## src/rtl/sync_fifo.sv

```systemverilog
// -----------------------------------------------------------------------------
// sync_fifo
// Single-clock show-ahead (first-word-fall-through) FIFO. The head word is
// presented on dout whenever the FIFO is not empty, and the consumer pops it by
// asserting rd_en in the same cycle it samples dout.
//
// Build option: define SYNC_FIFO_ERR_EN to enable the sticky overflow/underflow
// flags. When it is undefined, both flags are tied to 0.
//
// Ports
//   clk        in   1            single clock, all logic on posedge
//   rst_n      in   1            asynchronous active-low reset
//   wr_en      in   1            write request, accepted only when !full
//   din        in   DATA_WIDTH   write data
//   full       out  1            no free entry
//   rd_en      in   1            pop request, accepted only when !empty
//   dout       out  DATA_WIDTH   head-of-queue word, 0 while empty
//   empty      out  1            no stored entry
//   count      out  AW+1         occupancy, 0..FIFO_DEPTH
//   overflow   out  1            sticky: write attempted while full
//   underflow  out  1            sticky: read attempted while empty
// -----------------------------------------------------------------------------
module sync_fifo #(
  parameter int DATA_WIDTH = 32,
  parameter int FIFO_DEPTH = 16
) (
  input  logic                          clk,
  input  logic                          rst_n,
  input  logic                          wr_en,
  input  logic [DATA_WIDTH-1:0]         din,
  output logic                          full,
  input  logic                          rd_en,
  output logic [DATA_WIDTH-1:0]         dout,
  output logic                          empty,
  output logic [$clog2(FIFO_DEPTH):0]   count,
  output logic                          overflow,
  output logic                          underflow
);

  localparam int AW = $clog2(FIFO_DEPTH);
  localparam int PW = AW + 1;

  logic [DATA_WIDTH-1:0] mem [FIFO_DEPTH];

  logic [PW-1:0] wr_ptr_q, wr_ptr_d;
  logic [PW-1:0] rd_ptr_q, rd_ptr_d;
  logic [PW-1:0] count_q,  count_d;

  logic wr_acc;
  logic rd_acc;

  // Flags decode only from registered pointers, so there is no combinational
  // path from the request inputs to full/empty.
  assign empty = (wr_ptr_q == rd_ptr_q);
  assign full  = (wr_ptr_q[AW-1:0] == rd_ptr_q[AW-1:0]) &&
                 (wr_ptr_q[AW]     != rd_ptr_q[AW]);

  assign wr_acc = wr_en && !full;
  assign rd_acc = rd_en && !empty;

  always_comb begin
    wr_ptr_d = wr_ptr_q;
    rd_ptr_d = rd_ptr_q;
    count_d  = count_q;
    if (wr_acc) wr_ptr_d = wr_ptr_q + 1'b1;
    if (rd_acc) rd_ptr_d = rd_ptr_q + 1'b1;
    case ({wr_acc, rd_acc})
      2'b10:   count_d = count_q + 1'b1;
      2'b01:   count_d = count_q - 1'b1;
      default: count_d = count_q;
    endcase
  end

  always_ff @(posedge clk or negedge rst_n) begin
    if (!rst_n) begin
      wr_ptr_q <= '0;
      rd_ptr_q <= '0;
      count_q  <= '0;
    end else begin
      wr_ptr_q <= wr_ptr_d;
      rd_ptr_q <= rd_ptr_d;
      count_q  <= count_d;
    end
  end

  // Storage is deliberately not reset; stale words are hidden by the pointers.
  always_ff @(posedge clk) begin
    if (wr_acc) mem[wr_ptr_q[AW-1:0]] <= din;
  end

  assign dout  = empty ? '0 : mem[rd_ptr_q[AW-1:0]];
  assign count = count_q;

`ifdef SYNC_FIFO_ERR_EN
  logic overflow_q,  overflow_d;
  logic underflow_q, underflow_d;

  always_comb begin
    overflow_d  = overflow_q  | (wr_en && full);
    underflow_d = underflow_q | (rd_en && empty);
  end

  always_ff @(posedge clk or negedge rst_n) begin
    if (!rst_n) begin
      overflow_q  <= 1'b0;
      underflow_q <= 1'b0;
    end else begin
      overflow_q  <= overflow_d;
      underflow_q <= underflow_d;
    end
  end

  assign overflow  = overflow_q;
  assign underflow = underflow_q;
`else
  assign overflow  = 1'b0;
  assign underflow = 1'b0;
`endif

endmodule

```

## config.mk

```make
export PLATFORM = sky130hd
export DESIGN_NAME = sync_fifo
export DESIGN_NICKNAME = d
export VERILOG_FILES = /design/src/rtl/sync_fifo.sv
export SDC_FILE = /design/constraint.sdc
export NUM_CORES = 1
export LEC_CHECK = 0
export CAP_MARGIN = 20
export CORE_ASPECT_RATIO = 1.5
export CORE_UTILIZATION = 60
export CTS_CLUSTER_DIAMETER = 100
export DETAILED_ROUTE_END_ITERATION = 16
export PLACE_DENSITY = 0.79
export SYNTH_ARGS = -nofsm -noshare
export SYNTH_HDL_FRONTEND = slang
export SYNTH_SLANG_ARGS = --single-unit
```

## constraint.sdc

```tcl
create_clock -name clk -period 5.45 [get_ports clk]
set_clock_uncertainty 0.05 [all_clocks]
set_input_delay 0.545 -clock clk [delete_from_list [all_inputs] [get_ports clk]]
set_output_delay 0.545 -clock clk [all_outputs]
set_load 0.01 [all_outputs]
```

# Yosys cells after proc, flatten, opt, wreduce, memory -nomap -nowiden
# Memories as Yosys holds them, arrays and structs flattened.
# Index checks and enable logic that the tools add are counted.
[word_totals]
reg_bits = 15
latchBits = 0
ramBits = 512
mem_bits_ro = 0
in_bits = 36
out_inout_bits = 41
wordCells = 23
n_memories = 1
[op_classes]
n_addsub = 4
multipliers = 0
div = 0
magnitude_cmp = 0
n_eq_ne = 5
n_shift = 0
mux = 4
bitwise = 0
n_reduce_logical = 6
[mem_list]
columns = ["memory", "words", "width", "read_ports", "rd_clocked_by_memory_dff", "wr", "line", "source"]
rows = [
  ["mem", 16, 32, 1, 0, 1, "43", "logic [DATA_WIDTH-1:0] mem [FIFO_DEPTH];"],
]
[ops]
columns = ["operator", "count"]
rows = [
  ["32-bit two-way mux", 1],
  ["5-bit by 1-bit adder with 5-bit output (second input constant)", 3],
  ["5-bit case mux with 2 select lines", 1],
  ["5-bit equality test", 1],
  ["5-bit by 1-bit subtractor with 5-bit output (second input constant)", 1],
  ["4-bit equality test", 1],
  ["1-bit logical AND", 3],
  ["2-bit by 1-bit equality test with 1-bit output (second input constant)", 1],
  ["2-bit equality test (second input constant)", 1],
  ["1-bit zero test", 2],
  ["1-bit two-way mux", 2],
  ["2-bit nonzero test", 1],
  ["1-bit inequality test", 1],
]

# Longest topological paths before layout
# Gate-level depths: netlist of the first run.
[logic_depth]
depth_word = 6
mapped_depth = 14
ltp_nobuf = 11

# Worst setup path after synthesis of the first run
# OpenSTA, ideal clock, no wires.
[synth_path]
kind = "reg2reg"
startpoint = "register wr_ptr_q[2]"
endpoint = "memory mem[3][0], enable pin"
setup_time_ns = 0.461
arrival_time_ns = 3.198
required_ns = 4.939
path_slack_ns = 1.741
path_stages_with_launch = 6
n_path_buf = 1
synth_period_minus_slack_ns = 3.709
path_cell_list = "dfrtp_1 -> buf_2 -> xnor2_2 -> nand4_2 -> o211ai_1 -> nor3_1"
[synth_between]
elab_chain_cells = 6
[synth_rtl]
columns = ["element", "line", "source"]
rows = [
  ["start: declaration", "45", "logic [PW-1:0] wr_ptr_q, wr_ptr_d;"],
  ["start signal: assignment", "80", "wr_ptr_q <= wr_ptr_d;"],
  ["4-bit equality test", "55", "assign full = (wr_ptr_q[AW-1:0] == rd_ptr_q[AW-1:0]) &&"],
  ["1-bit logical AND", "55", ""],
  ["1-bit zero test", "58", "assign wr_acc = wr_en && !full;"],
  ["1-bit logical AND", "58", ""],
  ["1-bit two-way mux", "88", "if (wr_acc) mem[wr_ptr_q[AW-1:0]] <= din;"],
  ["1-bit two-way mux (not written as such)", "88", ""],
  ["end: declaration", "43", ""],
]
# Several ways; a longest one is shown, not always the timed one.

# Worst setup path after layout of the first run
[layout_path]
startpoint = "register rd_ptr_q[1]"
endpoint = "output port dout[29]"
[layout_between]
elab_chain_cells = 2
word_cells_on_any_way = 3
classes_between = "1 x eq/ne; 1 x mux; 1 x memory"
[layout_rtl]
columns = ["element", "line", "source"]
rows = [
  ["start: declaration", "46", "logic [PW-1:0] rd_ptr_q, rd_ptr_d;"],
  ["start signal: assignment", "81", "rd_ptr_q <= rd_ptr_d;"],
  ["memory read 16 x 32 bit or 5-bit equality test (tied branches)", "n/a", ""],
  ["32-bit two-way mux *", "91", "assign dout = empty ? '0 : mem[rd_ptr_q[AW-1:0]];"],
  ["end: declaration", "33", "output logic [DATA_WIDTH-1:0] dout,"],
]
# Mark *: on every way between the ends. The rest lies on a longest branch, timed or not.

==> results of run 1 <==
power by group:
| part | internal (uW) | switching (uW) | leakage [uW] |
|---|---|---|---|
| registers | 4920 | 340 | 0.00480 |
| clock network | 1690 | 1410 | 0.000692 |
| logic | 1860 | 1920 | 0.00190 |
cell usage after synthesis (8+ instances only):
master / instances / share of area [%]
mux4_1: 45 / 5.8
edfxtp_1: 512 / 75
a21oi_1: 35 / 0.85
and3_1: 14 / 0.43
dfrtp_1: 15 / 1.8
buf_2: 13 / 0.32
a22oi_1: 64 / 2.3
clkbuf_1: 26 / 0.48
ha_1: 8 / 0.49
buf_12: 11 / 1.1
mux4_2: 83 / 9.1
xnor2_1: 14 / 0.60
worst paths after layout:
kind                                         start                 endpoint  slack, ns  depth (start not counted)
setup / recovery           rd_ptr_q[1]$_DFFE_PN0P_                 dout[29]       1.15                          5
hold / removal                               rst_n  wr_ptr_q[4]$_DFFE_PN0P_       0.37                          1
setup reg to reg           rd_ptr_q[1]$_DFFE_PN0P_     count[4]$_DFFE_PN0P_       1.85                         11
hold reg to reg               count[4]$_DFFE_PN0P_     count[4]$_DFFE_PN0P_       0.42                          1
max in group asynchronous                    rst_n  rd_ptr_q[0]$_DFFE_PN0P_       4.43                          1
min in group clk              count[4]$_DFFE_PN0P_     count[4]$_DFFE_PN0P_       0.42                          1
layout make-up:
cell class                 count  share of cell area (%)
timing repair buffer          93                    4.03
clock buffer                  56                    5.43
multi-input combinational    309                    19.1
sequential                   527                    68.3
inverter                       5                  0.0814
tap                          420                    2.28
clock inverter                30                   0.760
worst max-delay path: stages (launching register included):
cell and delay (ns):
dfrtp_4 0.96, buf_4 0.72, mux4_2 0.35, a22oi_1 0.09, a21oi_1 0.32, clkdlybuf4s50_1 0.59
state kept, by name, summed over array words and instances, names as in the netlist:
signal    cells
rd_ptr_q      5
mem         512
count         5
wr_ptr_q      5
per-layer routing:
metal | share of wire [%] | GRT usage, %
met2 | 52 | 44.0
met1 | 37 | 33.4
met4 | 3.5 | 10.9
met5 | 0 | 0
met3 | 7.1 | 3.91
through the flow:
step	utilization (%)	setup slack [ns]
after floorplan	-	1.74
after global placement	64.3	1.52
after detailed placement	64.4	1.77
after CTS	68.7	1.13
after global routing	68.7	1.00
final	68.7	1.15
kinds of logic after synthesis:
family | count (synthesis)
flops | 527
mux | 131
compound gates | 111
buf+inv | 59
simple gates | 37
xor+xnor | 20
fa+ha+maj | 8
other cells | 1
==> results.sh, run 1 <==
export IMPL_cts_setup_buffers=0
export IMPL_seq_area_sq_um=15800
export IMPL_antenna_found_initial=0
export IMPL_die_x_um=153
export IMPL_vias_per_cell=6.82
export IMPL_cts_buffers_inserted=46
export IMPL_yosys_area_share_xor_xnor_pct=0.890
export IMPL_crit_fanout=59
export IMPL_cts_hold_buf=0
export IMPL_critPathCaptureType="output pin"
export IMPL_root_buffer="clkbuf_16"
export IMPL_clk_pin_slew_worst_paths_ns=0.07
export IMPL_grt_usage_pct=25.8
export IMPL_synthCells=894
export IMPL_multiInputGateArea_sq_um=4410
export IMPL_gr_total_overflow=0
export IMPL_die_h_um=229
export IMPL_io_buffers=74
export IMPL_initial_core_util_pct=61.2
export IMPL_synth_cell_types=42
export IMPL_netlist_area_sq_um=20500
export IMPL_p_total_uw=12100
export IMPL_powerDensity_nw_per_um2=526
export IMPL_tritoncts="done"
export IMPL_async_reset_ff_share_pct=2.85
export IMPL_seq_area_frac_synth_pct=76.7
export IMPL_drive_above_1_share_pct=19.0
export IMPL_synthMuxAreaShare_pct=15.0
export IMPL_cap_violations=0
export IMPL_nFillCells=1949
export IMPL_firstDrtPassIters=5
export IMPL_timing_setup_tns_ns=0
export IMPL_final_area_sq_um=23100
export IMPL_whs_ns=0.371
export IMPL_core_sq_um=33500
export IMPL_gp_congestion=0.736
export IMPL_min_path_type="input port to asynchronous set/reset pin"
export IMPL_cts_sinks=527
export IMPL_setup_worst_path_start_class="flip-flop"
export IMPL_p_leak_uw=0.00739
export IMPL_yosys_area_share_simple_pct=1.12
export IMPL_worst_slew_pin_slew_ns=1.17
export IMPL_n_antenna_cell=0
export IMPL_rsz0062_at_grt="no"
export IMPL_fin_nets=1026
export IMPL_final_common_cell="edfxtp_1"
export IMPL_stdcell_count=1440
export IMPL_synth_edf_count=512
export IMPL_area_growth_pct=12.3
export IMPL_slew_headroom_pct=22.1
export IMPL_postPlaceCellArea_sq_um=21600
export IMPL_place_hpwl_mm=21.7
export IMPL_drt_initial_drc_count=964
export IMPL_die_area_sq_um=35000
export IMPL_yosysWarnings=0
export IMPL_drcViolationCount=0
export IMPL_status="finished, final reports clean"
export IMPL_ir_drop_uv=321
export IMPL_wirelength_mm=43.8
export IMPL_min_period_ns=4.30
export IMPL_hold_violations=0
export IMPL_htree_num_levels=2
export IMPL_setup_violations=0
export IMPL_grt_pass1_vias=10200
export IMPL_fmax_mhz=233
export IMPL_num_vias=9824
export IMPL_insertion_delay_ns=0.56
export IMPL_wl_per_cell_um=30.4
export IMPL_dpl_cell_count=1353
export IMPL_drv_slew=0
export IMPL_synthAdderAreaFrac_pct=0.488
export IMPL_synth_top_family_by_area="multiplexers"
export IMPL_synth_compound_area_share_pct=3.61
export IMPL_ys_seq_elements=527
export IMPL_grt_max_degree=60
export IMPL_final_cell_mix="512 x edfxtp_1, 83 x mux4_2, 74 x clkdlybuf4s50_1, 64 x a22oi_1, 49 x clkbuf_16"
export IMPL_final_period_utilization_pct=78.9
export IMPL_clock_path_buffers=3
export IMPL_synthFlopType="edfxtp_1"
export IMPL_syn_area_per_cell_sq_um=23.0
export IMPL_drtAntennaViolNets=0
export IMPL_cts_resized=0
export IMPL_fp_row_count=82
export IMPL_grt_pass1_wl_mm=64.4
export IMPL_path_class="flip-flop to output pin"
export IMPL_crit_arrival_ns=3.70
export IMPL_num_io_pins=77
export IMPL_cp_required_ns=4.86
(Power assumes the default switching activity.)
==> run 2, diff against run 1 <==
==> constraint.sdc (replaced) <==
create_clock -name clk -period 4.4 [get_ports clk]
set_clock_uncertainty 0.05 [all_clocks]
set_input_delay 0.44 -clock clk [delete_from_list [all_inputs] [get_ports clk]]
set_output_delay 0.44 -clock clk [all_outputs]
set_load 0.01 [all_outputs]
==> results.sh, run 2 (synthesis results as in run 1) <==
export IMPL_crit_fanout=100
export IMPL_final_common_cell="edfxtp_1"
export IMPL_rsz0062_at_grt="no"
export IMPL_hold_violations=0
export IMPL_powerDensity_nw_per_um2=650
export IMPL_p_leak_uw=0.00746
export IMPL_final_period_utilization_pct=84.1
export IMPL_r2r_setup_slack_ns=1.21
export IMPL_die_h_um=229
export IMPL_path_class="flip-flop to output pin"
export IMPL_worst_slew_pin_slew_ns=1.13
export IMPL_cts_hold_buf=0
export IMPL_min_path_type="input port to asynchronous set/reset pin"
export IMPL_cts_setup_buffers=0
export IMPL_cts_buffers_inserted=45
export IMPL_clk_pin_slew_worst_paths_ns=0.06
export IMPL_ir_drop_uv=601
export IMPL_final_cell_mix="512 x edfxtp_1, 83 x mux4_2, 74 x clkdlybuf4s50_1, 64 x a22oi_1, 47 x clkbuf_16"
export IMPL_setup_worst_path_start_class="flip-flop"
export IMPL_clock_path_buffers=3
export IMPL_antenna_found_initial=1
export IMPL_die_area_sq_um=35000
export IMPL_grt_pass1_vias=10100
export IMPL_cp_required_ns=3.91
export IMPL_largest_register_ffs=512
export IMPL_crit_arrival_ns=3.21
export IMPL_min_period_ns=3.70
export IMPL_grt_usage_pct=25.6
export IMPL_io_buffers=74
export IMPL_gp_congestion=0.764
export IMPL_area_growth_pct=12.8
export IMPL_drv_slew=0
export IMPL_crit_end="dout[15]"
export IMPL_gr_total_overflow=0
export IMPL_drcViolationCount=0
export IMPL_firstDrtPassIters=5
export IMPL_timing_setup_tns_ns=0
export IMPL_num_io_pins=77
export IMPL_core_sq_um=33500
export IMPL_cap_violations=0
export IMPL_wirelength_mm=43.4
export IMPL_cts_resized=0
export IMPL_fp_row_count=82
export IMPL_num_vias=9731
export IMPL_htree_num_levels=2
export IMPL_root_buffer="clkbuf_16"
export IMPL_critPathCaptureType="output pin"
export IMPL_grt_max_degree=132
export IMPL_setup_violations=0
export IMPL_r2r_cells=11
export IMPL_die_x_um=153
export IMPL_drive_above_1_share_pct=20.5
export IMPL_initial_core_util_pct=61.2
export IMPL_rr_endpoint="count[4]$_DFFE_PN0P_"
export IMPL_grt_pass1_wl_mm=63.9
export IMPL_cts_sinks=527
export IMPL_wl_per_cell_um=29.9
export IMPL_tritoncts="done"
export IMPL_crit_start="rd_ptr_q[0]$_DFFE_PN0P_"
export IMPL_p_total_uw=15100
export IMPL_insertion_delay_ns=0.55
export IMPL_status="finished, final reports clean"
export IMPL_rr_startpoint="rd_ptr_q[2]$_DFFE_PN0P_"
export IMPL_drt_initial_drc_count=950
export IMPL_slew_headroom_pct=24.5
export IMPL_place_hpwl_mm=22.5
export IMPL_fmax_mhz=270
export IMPL_drtAntennaViolNets=0
export IMPL_fin_nets=1040
export IMPL_vias_per_cell=6.70
[run 2: cell count changes in the layout (fill, tap and decap cells not counted), sizes merged]
cell and delta:
clkbuf -2, bufinv +1, inv +1, clkinv -5, buf +15, diode +2
[run 2: final cells by class]
| cell class | count | area [sq um] |
|---|---|---|
| inverter | 5 | 18.8 |
| sequential | 527 | 15800 |
| fill | 1936 | 10400 |
| multi-input combinational | 309 | 4410 |
| tap | 420 | 526 |
| clock buffer | 54 | 1200 |
| timing repair buffer | 108 | 1030 |
| antenna | 2 | 5.00 |
| clock inverter | 27 | 209 |
[run 2: through the flow]
| step | utilization, % | hold WS (ns) | area [sq um] | setup WS (ns) | cells |
|---|---|---|---|---|---|
| after floorplan | - | 0.0944 | 20500 | 0.691 | 895 |
| after global placement | 64.8 | 0.426 | 21700 | 1.23 | 1369 |
| after detailed placement | 64.8 | 0.430 | 21700 | 1.20 | 1369 |
| after CTS | 69.0 | 0.286 | 23200 | 0.616 | 1450 |
| after global routing | 69.0 | 0.330 | 23200 | 0.510 | 1451 |
| final | 69.0 | 0.269 | 23200 | 0.699 | 1452 |
[run 2: power by group]
part,internal (uW),total (uW),leakage [uW],switching (uW)
sequential,6090,6320,0.00480,229
combinational,2340,4910,0.00198,2570
clock,2080,3830,0.000684,1750
[run 2: routing by layer]
metal  vias up  wire length (um)  GRT usage, %
li1       4034                 -             -
met1      5120             16200          33.5
met2       478             22600          43.5
met3        99              3270          4.25
met4         0              1310          9.38
met5         -                 0             0
[run 2: critical path: stages, from the launching register on]
cell and delay (ns):
dfrtp_4 0.44, buf_12 0.54, mux4_1 0.69, a22oi_1 0.22, a21oi_1 0.15, clkdlybuf4s50_1 0.50
[run 2: how the worst min path moves through the flow]
stage / from / to / cells after the start
2_1_floorplan: rst_n / count[0]$_DFFE_PN0P_ / 0
3_5_place_dp: count[4]$_DFFE_PN0P_ / count[4]$_DFFE_PN0P_ / 1
4_1_cts: rst_n / rd_ptr_q[4]$_DFFE_PN0P_ / 1
3_3_place_gp: count[4]$_DFFE_PN0P_ / count[4]$_DFFE_PN0P_ / 1
5_1_grt: rst_n / rd_ptr_q[4]$_DFFE_PN0P_ / 1
6_report: rst_n / rd_ptr_q[4]$_DFFE_PN0P_ / 1
